[src/rtl/instr_realign_buf.sv]
// instr_realign_buf: splits aligned fetch blocks into 16/32-bit RV32IC instructions through a halfword FIFO.
module instr_realign_buf #(
  parameter int          FETCH_W  = 32,
  parameter int          DEPTH    = 8,
  parameter logic [31:0] RESET_PC = 32'h0
) (
  input  logic               clk_i,
  input  logic               rst_i,
  input  logic               flush_i,
  input  logic [31:0]        flush_pc_i,
  input  logic               fetch_valid_i,
  output logic               fetch_ready_o,
  input  logic [FETCH_W-1:0] fetch_data_i,
  output logic               instr_valid_o,
  input  logic               instr_ready_i,
  output logic [31:0]        instr_o,
  output logic [31:0]        instr_pc_o,
  output logic               instr_compressed_o
);
  localparam int NHW = FETCH_W / 16;
  localparam int AW  = $clog2(DEPTH);
  localparam int CW  = $clog2(DEPTH + 1);
  localparam int DW  = $clog2(FETCH_W / 8) - 1;
  logic [15:0]   mem_q [DEPTH];
  logic [AW-1:0] rd_q, rd_d, wr_q, wr_d;
  logic [CW-1:0] cnt_q, cnt_d, need, push_n;
  logic [31:0]   pc_q, pc_d;
  logic [DW-1:0] drop_q, drop_d;
  logic [15:0]   hw0, hw1;
  logic          comp, push, pop;
  assign hw0                = mem_q[rd_q];
  assign hw1                = mem_q[AW'(rd_q + 1'b1)];
  assign comp               = hw0[1:0] != 2'b11;
  assign need               = comp ? CW'(1) : CW'(2);
  assign instr_valid_o      = cnt_q >= need;
  assign fetch_ready_o      = (CW'(DEPTH) - cnt_q) >= CW'(NHW);
  assign push               = fetch_valid_i & fetch_ready_o & ~flush_i;
  assign pop                = instr_valid_o & instr_ready_i & ~flush_i;
  assign push_n             = CW'(NHW) - CW'(drop_q);
  assign instr_o            = !instr_valid_o ? 32'h0 : comp ? {16'h0, hw0} : {hw1, hw0};
  assign instr_pc_o         = pc_q;
  assign instr_compressed_o = instr_valid_o & comp;
  always_comb begin
    rd_d   = pop ? AW'(rd_q + AW'(need)) : rd_q;
    wr_d   = push ? AW'(wr_q + AW'(push_n)) : wr_q;
    cnt_d  = CW'(cnt_q + (push ? push_n : CW'(0)) - (pop ? need : CW'(0)));
    pc_d   = pop ? pc_q + (comp ? 32'd2 : 32'd4) : pc_q;
    drop_d = push ? '0 : drop_q;
    if (flush_i) begin
      rd_d   = '0;
      wr_d   = '0;
      cnt_d  = '0;
      pc_d   = {flush_pc_i[31:1], 1'b0};
      drop_d = flush_pc_i[DW:1];
    end
  end
  always_ff @(posedge clk_i or posedge rst_i) begin
    if (rst_i) begin
      rd_q   <= '0;
      wr_q   <= '0;
      cnt_q  <= '0;
      pc_q   <= RESET_PC;
      drop_q <= '0;
    end else begin
      rd_q   <= rd_d;
      wr_q   <= wr_d;
      cnt_q  <= cnt_d;
      pc_q   <= pc_d;
      drop_q <= drop_d;
    end
  end
  // After a redirect the leading halfwords before the target are skipped, packing the rest at wr_q.
  always_ff @(posedge clk_i) begin
    if (push)
      for (int i = 0; i < NHW; i++)
        if (i >= int'(drop_q))
          mem_q[AW'(wr_q + AW'(i) - AW'(drop_q))] <= fetch_data_i[16*i +: 16];
  end
endmodule

[config.mk]
export PLATFORM = sky130hd
export DESIGN_NAME = instr_realign_buf
export DESIGN_NICKNAME = d
export VERILOG_FILES = /design/src/rtl/instr_realign_buf.sv
export SDC_FILE = /design/constraint.sdc
export NUM_CORES = 1
export LEC_CHECK = 0
export CAP_MARGIN = 20
export CORE_MARGIN = 5
export CORE_UTILIZATION = 51
export CTS_CLUSTER_SIZE = 8
export DETAILED_ROUTE_END_ITERATION = 7
export PLACE_DENSITY = 0.89
export SYNTH_ARGS = -nofsm -noshare
export SYNTH_HDL_FRONTEND = slang
export SYNTH_SLANG_ARGS = --single-unit
[constraint.sdc]
create_clock -name clk_i -period 4.47 [get_ports clk_i]
set_input_delay 0.6705 -clock clk_i [delete_from_list [all_inputs] [get_ports clk_i]]
set_output_delay 0.6705 -clock clk_i [all_outputs]
set_load 0.01 [all_outputs]
==> impl_metrics.xml <==
<?xml version="1.0" encoding="UTF-8"?>
<metrics>
  <group name="power">
    <metric name="clock_power_share" unit="">0.191</metric>
    <metric name="sw_frac_of_total" unit="">0.376</metric>
    <metric name="p_int" unit="W">0.00469</metric>
    <metric name="switchingPower" unit="W">0.00283</metric>
    <metric name="power.share.combinational" unit="">0.519</metric>
    <metric name="sequentialPowerShare" unit="">0.289</metric>
    <metric name="maximum_vdd_drop" unit="mV">0.355</metric>
    <metric name="total_leakage_power" unit="nW">4.52</metric>
    <metric name="power_density" unit="mW/mm^2">591</metric>
  </group>
  <group name="yosys">
    <metric name="flop_and_latch_count_out_of_synthesis" unit="">170</metric>
    <metric name="synth_seq_area_share" unit="">0.469</metric>
    <metric name="synthArstFlopShare" unit="">0.247</metric>
    <metric name="syn_inst" unit="">768</metric>
    <metric name="mappedNetlistArea" unit="sq mm">0.0104</metric>
    <metric name="postSynth.topFlopCell" unit="">sky130_fd_sc_hd__edfxtp_1</metric>
    <metric name="synth.distinct_cells" unit="">57</metric>
    <metric name="synth-edff-count" unit="">128</metric>
    <metric name="synth_area_per_cell" unit="sq um">13.6</metric>
    <metric name="synthesis.nets" unit="">861</metric>
    <metric name="yosys_warnings" unit="">0</metric>
  </group>
  <group name="clocking">
    <metric name="clock-sinks" unit="">170</metric>
    <metric name="insertion_delay_to_the_later_sink_of_the_worst_skew_pair" unit="ps">430</metric>
    <metric name="cts-buffers-inserted" unit="">17</metric>
    <metric name="cts_htree_levels" unit="">4</metric>
    <metric name="clk_transition_reported_paths" unit="ps">70</metric>
    <metric name="clockBufferDepth" unit="">2</metric>
    <metric name="tritoncts" unit="">built</metric>
    <metric name="ctsRootBufferMaster" unit="">sky130_fd_sc_hd__clkbuf_16</metric>
    <metric name="cts_hold_repair.buffers" unit="">0</metric>
  </group>
  <group name="setup_path">
    <metric name="timing.critical_path.to_type" unit="">primary output</metric>
    <metric name="timing.critical_path.mode_cell" unit="">sky130_fd_sc_hd__buf_4</metric>
    <metric name="crit_type" unit="">register to primary output</metric>
    <metric name="critical-path-slowest-cell" unit="">sky130_fd_sc_hd__xnor2_1</metric>
    <metric name="critical_path.n_buffers_inverters" unit="">3</metric>
    <metric name="critPathMaxFanout" unit="">33</metric>
    <metric name="cpLargestDelayFamily" unit="">buffers and inverters</metric>
    <metric name="crit_required" unit="ps">3800</metric>
    <metric name="critical_path.startpoint_type" unit="">register</metric>
    <metric name="slowest_delay" unit="ps">720</metric>
    <metric name="crit_chain" unit="">buf_4 -&gt; ha_1 -&gt; xnor2_1 -&gt; buf_4 -&gt; nand2_1 -&gt; a21oi_1 -&gt; clkdlybuf4s50_1</metric>
    <metric name="worstPathArrival" unit="ps">3610</metric>
  </group>
  <group name="timing">
    <metric name="report.final.hold_viol_count" unit="">0</metric>
    <metric name="worst-slew-pin-transition" unit="ps">1110</metric>
    <metric name="fmaxAchievable" unit="MHz">234</metric>
    <metric name="fin_tns_setup" unit="ps">0</metric>
    <metric name="timing.slew.headroom" unit="">0.259</metric>
    <metric name="final_min_period_over_clock_period" unit="">0.958</metric>
    <metric name="finalClockSkew" unit="ps">7.67</metric>
    <metric name="finalSetupViolCount" unit="">0</metric>
    <metric name="drv_slew" unit="">0</metric>
    <metric name="finalCriticalPeriod" unit="ps">4280</metric>
    <metric name="final_critical_path_setup_slack" unit="ps">188</metric>
  </group>
  <group name="placement">
    <metric name="port-buffer-count" unit="">133</metric>
    <metric name="hpwl" unit="um">18200</metric>
    <metric name="place.detailed.instances" unit="">1151</metric>
    <metric name="pre_cts_ws" unit="ps">371</metric>
    <metric name="globalplace.congestion" unit="">0.817</metric>
  </group>
  <group name="layout">
    <metric name="final-seq-area" unit="sq mm">0.00490</metric>
    <metric name="num_antenna_cells" unit="">0</metric>
    <metric name="final_common_cell" unit="">sky130_fd_sc_hd__clkdlybuf4s50_1</metric>
    <metric name="layout.filler_cells" unit="">1401</metric>
    <metric name="finalNonFillerCells" unit="">1186</metric>
    <metric name="commonest_non_fill_non_tap_cells_in_the_layout" unit="">sky130_fd_sc_hd__clkdlybuf4s50_1, sky130_fd_sc_hd__edfxtp_1, sky130_fd_sc_hd__mux2_2, sky130_fd_sc_hd__nand2_1, sky130_fd_sc_hd__mux4_2</metric>
    <metric name="post_route_cells_drive_above_1_share" unit="">0.298</metric>
    <metric name="fin_nets" unit="">997</metric>
    <metric name="multi_input_area" unit="sq mm">0.00524</metric>
    <metric name="areaGrowthSynthToFinish" unit="%">21.8</metric>
  </group>
  <group name="route">
    <metric name="first_pass_iters" unit="">5</metric>
    <metric name="drt-wirelength-per-cell" unit="um">23.3</metric>
    <metric name="ant_nets" unit="">0</metric>
    <metric name="wl" unit="um">27600</metric>
    <metric name="detail_route.drc_violations" unit="">0</metric>
    <metric name="total_number_of_vias" unit="">7446</metric>
    <metric name="drt-initial-drc-count" unit="">846</metric>
    <metric name="avgViaCountPerCell" unit="">6.28</metric>
  </group>
  <group name="floorplanning">
    <metric name="starting_density" unit="">0.516</metric>
    <metric name="design.die.area" unit="sq mm">0.0234</metric>
    <metric name="die_h" unit="um">153</metric>
    <metric name="coreArea" unit="sq mm">0.0202</metric>
    <metric name="count_of_standard_cell_rows" unit="">52</metric>
    <metric name="number_of_primary_i_o_pins" unit="">136</metric>
    <metric name="dieWidth" unit="um">153</metric>
  </group>
  <group name="global_routing">
    <metric name="antenna_violations_before_repair" unit="">0</metric>
    <metric name="grt_pass1_vias" unit="">7690</metric>
    <metric name="grt_first_pass_wirelength" unit="um">43400</metric>
    <metric name="globalRoute.totalOverflow" unit="">0</metric>
    <metric name="grt_max_degree" unit="">58</metric>
    <metric name="groute.usage.overall" unit="">0.236</metric>
  </group>
  <group name="status">
    <metric name="outcome" unit="">finished, final reports clean</metric>
  </group>
  <group name="run">
    <metric name="max-cap-violations" unit="">0</metric>
  </group>
  <group name="hold_path">
    <metric name="min-delay-path-class" unit="">register to register</metric>
  </group>
</metrics>
## power by group through the flow
stage	registers [W]	logic, W	clock network [W]
after floorplan	0.00214	0.00247	0
after global placement	0.00219	0.00369	0
after detailed placement	0.00221	0.00380	0
after CTS	0.00218	0.00385	0.00145
after global routing	0.00220	0.00419	0.00151
final	0.00217	0.00390	0.00144
## final timing paths
check	startpoint	to	slack [ps]	cells past startpoint
min in group asynchronous	rst_i	wr_q[0]	680	3
min reg2reg	instr_pc_o[31]	instr_pc_o[31]	600	3
min	instr_pc_o[31]	instr_pc_o[31]	600	3
max	rd_q[0]	instr_o[17]	190	7
max reg2reg	rd_q[0]	cnt_q[3]	330	17
max in group asynchronous	rst_i	rd_q[0]	3360	3
## cell usage after synthesis (all sizes together), types with 3 or more instances
cell type / n / area [sq um]
a21oi: 21 / 105
a31oi: 6 / 37.5
and3: 4 / 25.0
and4: 5 / 43.8
buf: 24 / 165
clkbuf: 26 / 108
dfrtp: 42 / 1050
edfxtp: 128 / 3840
fa: 5 / 100
ha: 19 / 238
inv: 22 / 82.6
mux2: 134 / 1580
mux2i: 17 / 170
mux4: 64 / 1440
nand2: 69 / 262
nand3: 18 / 90.1
nand4: 22 / 195
nor2: 33 / 124
nor2b: 5 / 31.3
nor3: 7 / 35.0
o21ai: 22 / 110
o31ai: 9 / 67.6
or2: 3 / 18.8
or3: 4 / 26.3
or4: 7 / 56.3
xnor2: 15 / 131
xor2: 13 / 114
## metrics by stage
stage / area (sq um) / total power, W / hold slack [ps] / utilization
floorplan: 10400 / 0.00461 / 563 / -
global placement: 12100 / 0.00588 / 578 / 0.598
CTS: 12700 / 0.00748 / 591 / 0.626
finish: 12700 / 0.00752 / 595 / 0.629
global route: 12700 / 0.00789 / 625 / 0.629
detailed placement: 12100 / 0.00601 / 575 / 0.598
## final cells by class
cell class              instances  area share
clock buffers                  17      0.0334
inverters                      22     0.00649
multi-input cells             526       0.412
well taps                     270      0.0266
clock inverters                14      0.0107
repair buffers                167       0.126
flip-flops and latches        170       0.385
## sequential cells by signal (all words and copies together) (netlist names)
signal and flops:
instr_pc_o 31, drop_q 1, rd_q 3, mem_q 128, cnt_q 4, wr_q 3
## repair_timing
action / 4_1_cts / 5_1_grt
buffers inserted: 0 / 3
gates cloned: 0 / 0
gates resized for setup: 1 / 1
hold endpoints to repair: 0 / 0
setup endpoints to repair: 12 / 17
## kinds of logic after synthesis
group	synth area share
AO/OA/AOI/OAI	0.0408
XOR/XNOR	0.0235
adder cells (fa/ha/maj)	0.0323
buffers and inverters	0.0340
flip-flops	0.469
multiplexers	0.305
other	0.000359
AND/OR/NAND/NOR	0.0953
## routing by layer
| metal | share of wire | track usage | vias up | wire (um) |
|---|---|---|---|---|
| met5 | 0 | 0 | - | 0 |
| met4 | 0.031 | 0.0887 | 0 | 849 |
| met3 | 0.080 | 0.0450 | 70 | 2200 |
| met2 | 0.52 | 0.410 | 386 | 14200 |
| met1 | 0.37 | 0.295 | 3740 | 10300 |
| li1 | - | - | 3250 | - |
## worst reg2reg max path: stages, from the launching register on
cell                      delay (ps)
sky130_fd_sc_hd__dfrtp_4         520
sky130_fd_sc_hd__mux4_2          560
sky130_fd_sc_hd__nand3_1         100
sky130_fd_sc_hd__o21ai_1          90
sky130_fd_sc_hd__inv_1           190
sky130_fd_sc_hd__ha_1            280
sky130_fd_sc_hd__nor2b_1         170
sky130_fd_sc_hd__o21a_1          180
sky130_fd_sc_hd__inv_1           100
sky130_fd_sc_hd__nand2_1         240
sky130_fd_sc_hd__nor3_1          110
sky130_fd_sc_hd__fa_1            540
sky130_fd_sc_hd__inv_1            80
sky130_fd_sc_hd__ha_1            300
sky130_fd_sc_hd__a21o_1          150
sky130_fd_sc_hd__a21oi_1         180
sky130_fd_sc_hd__xnor2_1         150
sky130_fd_sc_hd__nor2_1           60
(Power assumes the default switching activity.)
